<file path="src/rtl/dff_write_arbiter_pkg.sv">
// Shared types and helpers for the round-robin write arbiter of one shared
// register: the FSM state encoding and the wrapped index increment.
package dff_write_arbiter_pkg;

  typedef enum logic [1:0] {
    IDLE  = 2'd0,
    WRITE = 2'd1,
    ACK   = 2'd2
  } state_e;

  // Wrapped increment with an explicit compare against the last index, so the
  // wrap is correct for any requester count, not only powers of two.
  function automatic int unsigned next_idx(input int unsigned idx, input int unsigned n);
    return (idx == n - 1) ? 0 : idx + 1;
  endfunction

endpackage

</file>
<file path="src/rtl/dff_write_arbiter_rr_pick.sv">
// Combinational round-robin picker: reports whether any request is pending
// and the index of the first set request found searching upward from ptr,
// wrapping from N-1 back to 0. Has no state, so other arbiters can reuse it.
module rr_pick
  import dff_write_arbiter_pkg::*;
#(
  parameter int N     = 4,
  parameter int IDX_W = $clog2(N)
) (
  input  logic [N-1:0]     req,
  input  logic [IDX_W-1:0] ptr,
  output logic             any,
  output logic [IDX_W-1:0] idx
);

  logic [IDX_W:0]   sum;
  logic [IDX_W-1:0] cand;

  // Walk the candidates in priority order starting at ptr; the first hit wins.
  always_comb begin
    any  = 1'b0;
    idx  = '0;
    sum  = '0;
    cand = '0;
    for (int k = 0; k < N; k++) begin
      sum = {1'b0, ptr} + (IDX_W + 1)'(k);
      if (sum >= (IDX_W + 1)'(N)) begin
        sum = sum - (IDX_W + 1)'(N);
      end
      cand = sum[IDX_W-1:0];
      if (!any && req[cand]) begin
        any = 1'b1;
        idx = cand;
      end
    end
  end

endmodule

</file>
<file path="src/rtl/dff_write_arbiter.sv">
// Round-robin write arbiter in front of one shared W-bit register. Each
// grant takes three cycles: IDLE picks a winner, WRITE loads its word, ACK
// pulses its ack and advances the round-robin pointer past it.
// Optional feature: define DFFARB_QN_EN to add the complementary output q_n.
module dff_write_arbiter
  import dff_write_arbiter_pkg::*;
#(
  parameter  int N     = 4,
  parameter  int W     = 8,
  localparam int IDX_W = $clog2(N)
) (
  input  logic           clk,
  input  logic           rst_n,
  input  logic [N-1:0]   req,
  input  logic [N*W-1:0] din,
  output logic [N-1:0]   gnt,
  output logic [N-1:0]   ack,
  output logic [W-1:0]   q,
  output logic           busy
`ifdef DFFARB_QN_EN
  ,
  output logic [W-1:0]   q_n
`endif
);

  state_e           state_q, state_d;
  logic [IDX_W-1:0] ptr_q, ptr_d;
  logic [IDX_W-1:0] g_q, g_d;
  logic [W-1:0]     data_q, data_d;

  logic             pickAny;
  logic [IDX_W-1:0] pickIdx;
  logic [W-1:0]     dinArr [N];

  rr_pick #(
    .N     (N),
    .IDX_W (IDX_W)
  ) u_pick (
    .req (req),
    .ptr (ptr_q),
    .any (pickAny),
    .idx (pickIdx)
  );

  // Split the packed data bus into one word per requester.
  always_comb begin
    for (int k = 0; k < N; k++) begin
      dinArr[k] = din[k*W +: W];
    end
  end

  // Next-state logic and outputs; outputs decode only from registered state.
  always_comb begin
    state_d = state_q;
    ptr_d   = ptr_q;
    g_d     = g_q;
    data_d  = data_q;
    gnt     = '0;
    ack     = '0;
    busy    = 1'b0;
    case (state_q)
      IDLE: begin
        if (pickAny) begin
          g_d     = pickIdx;
          state_d = WRITE;
        end
      end
      WRITE: begin
        gnt[g_q] = 1'b1;
        busy     = 1'b1;
        data_d   = dinArr[g_q];
        state_d  = ACK;
      end
      ACK: begin
        ack[g_q] = 1'b1;
        busy     = 1'b1;
        ptr_d    = IDX_W'(next_idx(32'(g_q), 32'(N)));
        state_d  = IDLE;
      end
      default: begin
        state_d = IDLE;
      end
    endcase
  end

  // State, pointer, grant index and shared register, with synchronous reset.
  always_ff @(posedge clk) begin
    if (!rst_n) begin
      state_q <= IDLE;
      ptr_q   <= '0;
      g_q     <= '0;
      data_q  <= '0;
    end else begin
      state_q <= state_d;
      ptr_q   <= ptr_d;
      g_q     <= g_d;
      data_q  <= data_d;
    end
  end

  assign q = data_q;

`ifdef DFFARB_QN_EN
  assign q_n = ~data_q;
`else
  // Complementary output not built in this configuration.
`endif

endmodule

</file>
<file path="config.mk">
export PLATFORM = sky130hd
export DESIGN_NAME = dff_write_arbiter
export DESIGN_NICKNAME = d
export VERILOG_FILES = /design/src/rtl/dff_write_arbiter_pkg.sv /design/src/rtl/dff_write_arbiter_rr_pick.sv /design/src/rtl/dff_write_arbiter.sv
export SDC_FILE = /design/constraint.sdc
export NUM_CORES = 1
export LEC_CHECK = 0
export ABC_AREA = 0
export CAP_MARGIN = 30
export CORE_MARGIN = 1.5
export CORE_UTILIZATION = 37
export CTS_CLUSTER_DIAMETER = 80
export DETAILED_ROUTE_END_ITERATION = 6
export PLACE_DENSITY = 0.79
export SLEW_MARGIN = 40
export SYNTH_ARGS = -nofsm -noshare
export SYNTH_HDL_FRONTEND = slang
export SYNTH_SLANG_ARGS = --single-unit
</file>
<file path="constraint.sdc">
create_clock -name clk -period 1.75 [get_ports clk]
set_input_delay 0.2625 -clock clk [delete_from_list [all_inputs] [get_ports clk]]
set_output_delay 0.2625 -clock clk [all_outputs]
set_load 0.01 [all_outputs]
</file>
== Word-level counts from Yosys, hierarchy flattened ==
Cells that the tools add are included.

* Flip-flop bits (word level): 14
* Input port bits: 38
* Output and inout port bits: 17

* $add $sub $neg: 8
* $lt $le $gt $ge: 11
* Equal/unequal tests: 4
* Multiplexer cells: 31
* Bitwise operators: 1
* Reductions and logical operators: 10

{| class="wikitable"
|+ Operators with widths
! operator !! count
|-
| 2-bit 2-to-1 mux || 10
|-
| 8-bit binary-select mux with 2-bit select || 1
|-
| 8-bit 2-to-1 mux || 2
|-
| 2-bit by 3-bit < comparator with 1-bit output, second input constant || 5
|-
| 3-bit greater-or-equal comparator, second input constant || 4
|-
| 1-bit 2-to-1 mux || 10
|-
| 1-bit binary-select mux with 2-bit select || 4
|-
| 4-bit 2-to-1 mux || 2
|-
| 2-bit by 1-bit subtractor with 2-bit output, second input constant || 4
|-
| 2-bit by 2-bit adder with 3-bit output, second input constant || 2
|-
| 2-bit == test, second input constant || 2
|-
| 1-bit logical AND || 4
|-
| 2-bit case mux with 2 select lines || 1
|-
| 2-bit by 1-bit adder with 3-bit output, second input constant || 1
|-
| 2-bit by 3-bit greater-or-equal comparator with 1-bit output, second input constant || 1
|-
| 1-bit zero test || 3
|-
| 2-bit NOT with 3-bit output || 1
|-
| 2-bit by 1-bit adder with 2-bit output, second input constant || 1
|-
| 1-bit demux with 2-bit select || 1
|-
| 2-bit by 1-bit == test with 1-bit output, second input constant || 1
|-
| 2-bit by 1-bit greater-or-equal comparator with 1-bit output, second input constant || 1
|-
| 2-bit zero test || 1
|-
| 2-bit != test, second input constant || 1
|-
| 2-bit AND reduction || 1
|-
| 2-bit OR reduction || 1
|}

== Logic depth before layout (Yosys ltp) ==
* Depth after elaboration: 16
* Depth in mapped cells: 6
* Depth with buffers taken out: 5

== Hierarchy ==
Synthesis repeated with hierarchy kept, for this count alone.

* Cells, all modules: 106
* Area total of the unflattened synthesis: 1011.0 µm²

{| class="wikitable"
|+ By module, submodules not included
! module !! times used !! cells each !! area each (µm²) !! sequential area each (µm²)
|-
| dff_write_arbiter || 1 || 91 || 933.4 || 280.3
|-
| rr_pick || 1 || 15 || 77.6 || 0.0
|}

== Least setup slack after synthesis ==
Ideal clock, no wire load.

* Path type: reg-to-reg
* From: register g_q[0]
* To: register data_q[1] (netlist: q[1])
* Library setup time: 0.113 ns
* Arrival: 1.142 ns
* Data required time: 1.637 ns
* Path slack: 0.495 ns
* Stages on the path, launching flop included: 5
* Buffers on the path: 1
* Period minus slack after synthesis: 1.255 ns
* Path through: dfxtp_1 > buf_6 > mux4_2 > nand2_1 > nand2_1

* Word-level cells in the longest chain between the ends: 4

{| class="wikitable"
|+ RTL lines
! element !! RTL line !! text
|-
| from (decl) || dff_write_arbiter.sv:28 || <nowiki>logic [IDX_W-1:0] g_q, g_d;</nowiki>
|-
| from (signal assigned) || dff_write_arbiter.sv:96 || <nowiki>g_q <= g_d;</nowiki>
|-
| 2-bit NOT with 3-bit output (implied by the code) || dff_write_arbiter.sv:71 || <nowiki>data_d = dinArr[g_q];</nowiki>
|-
| 8-bit binary-select mux with 2-bit select || dff_write_arbiter.sv:71 ||
|-
| 8-bit 2-to-1 mux (implied by the code) (2 in series) || dff_write_arbiter.sv:71 ||
|-
| to (signal assigned) || dff_write_arbiter.sv:97 || <nowiki>data_q <= data_d;</nowiki>
|-
| to (decl) || dff_write_arbiter.sv:29 || <nowiki>logic [W-1:0] data_q, data_d;</nowiki>
|}

No other way between the ends. The select of a mux whose other input is x is not followed.
A chain may end at the register's enable or synchronous reset.

== Worst setup path in the final report ==
* From: register g_q[0]
* To: output ack[0]

* Word-level cells in the longest chain between the ends: 5

{| class="wikitable"
|+ RTL lines
! element !! RTL line !! text
|-
| 2-bit by 3-bit < comparator with 1-bit output (implied by the code) / 2-bit by 1-bit greater-or-equal comparator with 1-bit output (equally long branches) || dff_write_arbiter.sv:75 || <nowiki>ack[g_q] = 1'b1;</nowiki>
|-
| 1-bit logical AND (implied by the code) || dff_write_arbiter.sv:75 ||
|-
| 1-bit 2-to-1 mux (implied by the code) || dff_write_arbiter.sv:75 ||
|-
| 1-bit demux with 2-bit select (*) || dff_write_arbiter.sv:75 ||
|-
| 4-bit 2-to-1 mux (*) || dff_write_arbiter.sv:61 || <nowiki>case (state_q)</nowiki>
|-
| to (decl) || dff_write_arbiter.sv:17 || <nowiki>output logic [N-1:0] ack,</nowiki>
|}

Mark *: on every way between the ends. The rest lies on a longest branch, timed or not.

==> reports/qor.yml <==
sta:
  post-route-min-period_ns: 1.61
  setup_violations: 0
  holdWs_ns: 0.469
  fmax_ghz: 0.620
  slew_violations: 0
  hold_viol: 0
  max_slew.worst_pin.slew_ns: 0.295
  finalClockSkew_ns: 0.00791
  rsz0062_at_grt: "false"
  max_slew_margin_pct: 80.3
  fin_crit_sh_pct: 92.2
  setup_tns_ns: 0
power:
  p_total_mw: 0.871
  power.switching_mw: 0.244
  peakVddDrop_mv: 0.423
  power.internal_mw: 0.627
  swShare_pct: 28.1
  combPwrFrac_pct: 37.2
  p_leak_nw: 0.659
  power.density_nw_per_um2: 553
  pwr-share-seq_pct: 42.3
  clkPwrFrac_pct: 20.5
die:
  die_area_sq_um: 2880
  start_util_pct: 38.6
  num_io_pins: 55
  fp.dieW_um: 53.6
  fp.dieH_um: 53.6
  core-area_sq_um: 2450
  row_count: 18
grt:
  grt_pass1_vias: 852
  antenna_found_initial: 0
  use_met3_pct: 5.28
  grt.met1_usage_pct: 20.4
  grt_pass1_wl_mm: 3.80
  track_usage_pct: 17.8
  busiest_layer: "met2"
  use_met2_pct: 32.7
  grt_overflow: 0
  grt_max_degree: 10
cells_and_area:
  area_delta_synth_final_pct: 66.2
  finalNetCount: 204
  stdcell_count: 187
  drive_gt1_share_pct: 14.6
  fin_util_pct: 64.2
  nFillCells: 201
  multi_input_area_sq_um: 642
  seqCellArea_sq_um: 285
  num_antenna_cells: 0
critical_path:
  required_ns: 1.49
  start_kind: "register"
  reg2reg_slack_ns: 0.34
  crit_chain: "inv_1 -> ha_1 -> and2_1 -> dlygate4sd2_1"
  cp.buffers_inverters: 2
  r2r-end: "q[0]"
  critPathKind: "register to primary output"
  cpMaxStageDelayCell: "dfxtp_2"
  worstPathArrival_ns: 1.35
  worstSetupEndpointType: "primary output"
  worstReg2RegStart: "g_q[0]"
  slowest_delay_ns: 0.37
  crit_fanout: 5
  crit_family: "flip-flops"
  reg2reg_depth: 4
clock_network:
  cts.clk_slew.worst_paths_ns: 0.09
  cts_tree: "done"
  cts_root_buffer: "clkbuf_4"
  post_cts_buffers: 0
  htreeDepth: 1
  numCtsBuffers: 3
  clk_latency_ns: 0.27
  clk_path_buf_depth: 2
  clock-sinks: 14
place:
  place_hpwl_mm: 2.14
  dp.cells: 184
  place.gp.congestion: 0.757
  io_buffers: 54
min_path:
  hold_path.startpoint: "q[5]"
  hold_path_class: "register to register"
  min_delay_path_depth: 2
  min_to: "q[5]"
routing:
  drtIter0Drc: 7
  routed_wl_mm: 2.61
  vias: 951
  ant_nets: 0
  post_drt_wl_per_cell_um: 13.9
  via_per_inst: 5.09
  drc: 0
  dr.pass1.iters: 4
logic_synthesis:
  synth-seq-cells: 14
  ys_types: 25
  ys_seq_area_share_pct: 29.6
  synth-main-ff-cell: "dfxtp_1"
  synth_edf_count: 0
  synth_warnings: 0
  netlist_area_sq_um: 948
  syn_area_per_cell_sq_um: 9.48
  synthArstFlopShare_pct: 0
  syn-num-nets: 145
  syn_inst: 100
run:
  maxCapViolations: 0
outcome:
  outcome: "finished clean"
[cell usage after synthesis, types with 3 or more instances]
library cell	number	share of area, %
nor2b_1	3	2.0
nand3_1	3	1.6
mux4_2	7	17
ha_1	7	9.2
nand2_1	19	7.5
nor2_1	4	1.6
nand3b_1	8	6.3
dfxtp_1	14	30
and2_1	9	5.9
inv_1	6	2.4
[timing repair]
item,CTS,global route
endpoints found under the setup margin,9,0
hold endpoints to repair,0,0
gates resized for setup,18,0
hold buffers,0,0
[per-layer routing]
layer	vias to the layer above	routed length [um]	part of all wire, %
li1	464	-	-
met1	440	1110	42
met2	44	1170	45
met3	3	299	11
met4	0	34	1.3
met5	-	0	0
[cell usage in the layout, fill, tap and decap left out, types with 3 or more instances in the layout]
cell,instances
and2_1,9
inv_1,5
mux4_2,7
nor2_1,4
dfxtp_2,4
nand3_1,3
buf_4,5
ha_1,5
clkdlybuf4s50_1,45
nand2_1,19
dfxtp_1,10
nor2b_1,3
dlygate4sd2_1,9
clkbuf_4,3
nand3b_1,8
[worst max path at each step]
stage | from | endpoint | slack [ns] | cells after the start
2_1_floorplan | g_q[0] | q[1] | 0.50 | 4
3_3_place_gp | state_q[0] | ack[1] | 0.17 | 4
3_5_place_dp | state_q[0] | ack[0] | 0.13 | 4
4_1_cts | g_q[0] | gnt[0] | 0.13 | 4
5_1_grt | g_q[0] | gnt[0] | 0.08 | 4
6_report | g_q[0] | ack[0] | 0.14 | 4
[kinds of logic (layout without fill, tap and decap cells)]
group                    after synthesis  after routing  share of synthesized area, %
buffers and inverters                 11             68                          5.41
flip-flops                            14             14                          29.6
AO/OA/AOI/OAI                         10             10                          7.39
adder cells (fa/ha/maj)                7              7                          9.23
AND/OR/NAND/NOR                       48             48                          26.9
multiplexers                          10             10                          21.5
[metrics by stage]
stage / worst slack, ns / cell area [sq um]
2_1_floorplan: 0.495 / 948
3_3_place_gp: 0.171 / 1540
3_5_place_dp: 0.132 / 1540
4_1_cts: 0.134 / 1580
5_1_grt: 0.0784 / 1580
6_report: 0.137 / 1580
[final cells by class]
class / instances / share of cell area [%]
repair buffers: 59 / 36.0
inverters: 6 / 1.43
clock buffers: 3 / 1.43
flip-flops and latches: 14 / 18.1
multi-input cells: 75 / 40.7
well taps: 30 / 2.38
[sequential cells by signal, indices dropped and copies added (netlist names)]
register,flops
q,8
state_q,2
g_q,2
ptr_q,2
[power by group through the flow]
stage / sequential, mW / combinational (mW) / clock (mW)
2_1_floorplan: 0.376 / 0.144 / 0
4_1_cts: 0.368 / 0.326 / 0.179
3_3_place_gp: 0.370 / 0.316 / 0
6_report: 0.368 / 0.324 / 0.179
3_5_place_dp: 0.372 / 0.325 / 0
5_1_grt: 0.372 / 0.350 / 0.202
[worst reg2reg max path, stage by stage, from the launching register on]
cell and delay (ns):
dfxtp_2 0.37, buf_4 0.23, mux4_1 0.58, nand2_1 0.08, nand2_1 0.05
Note: power is estimated with default switching activity, not from simulation.
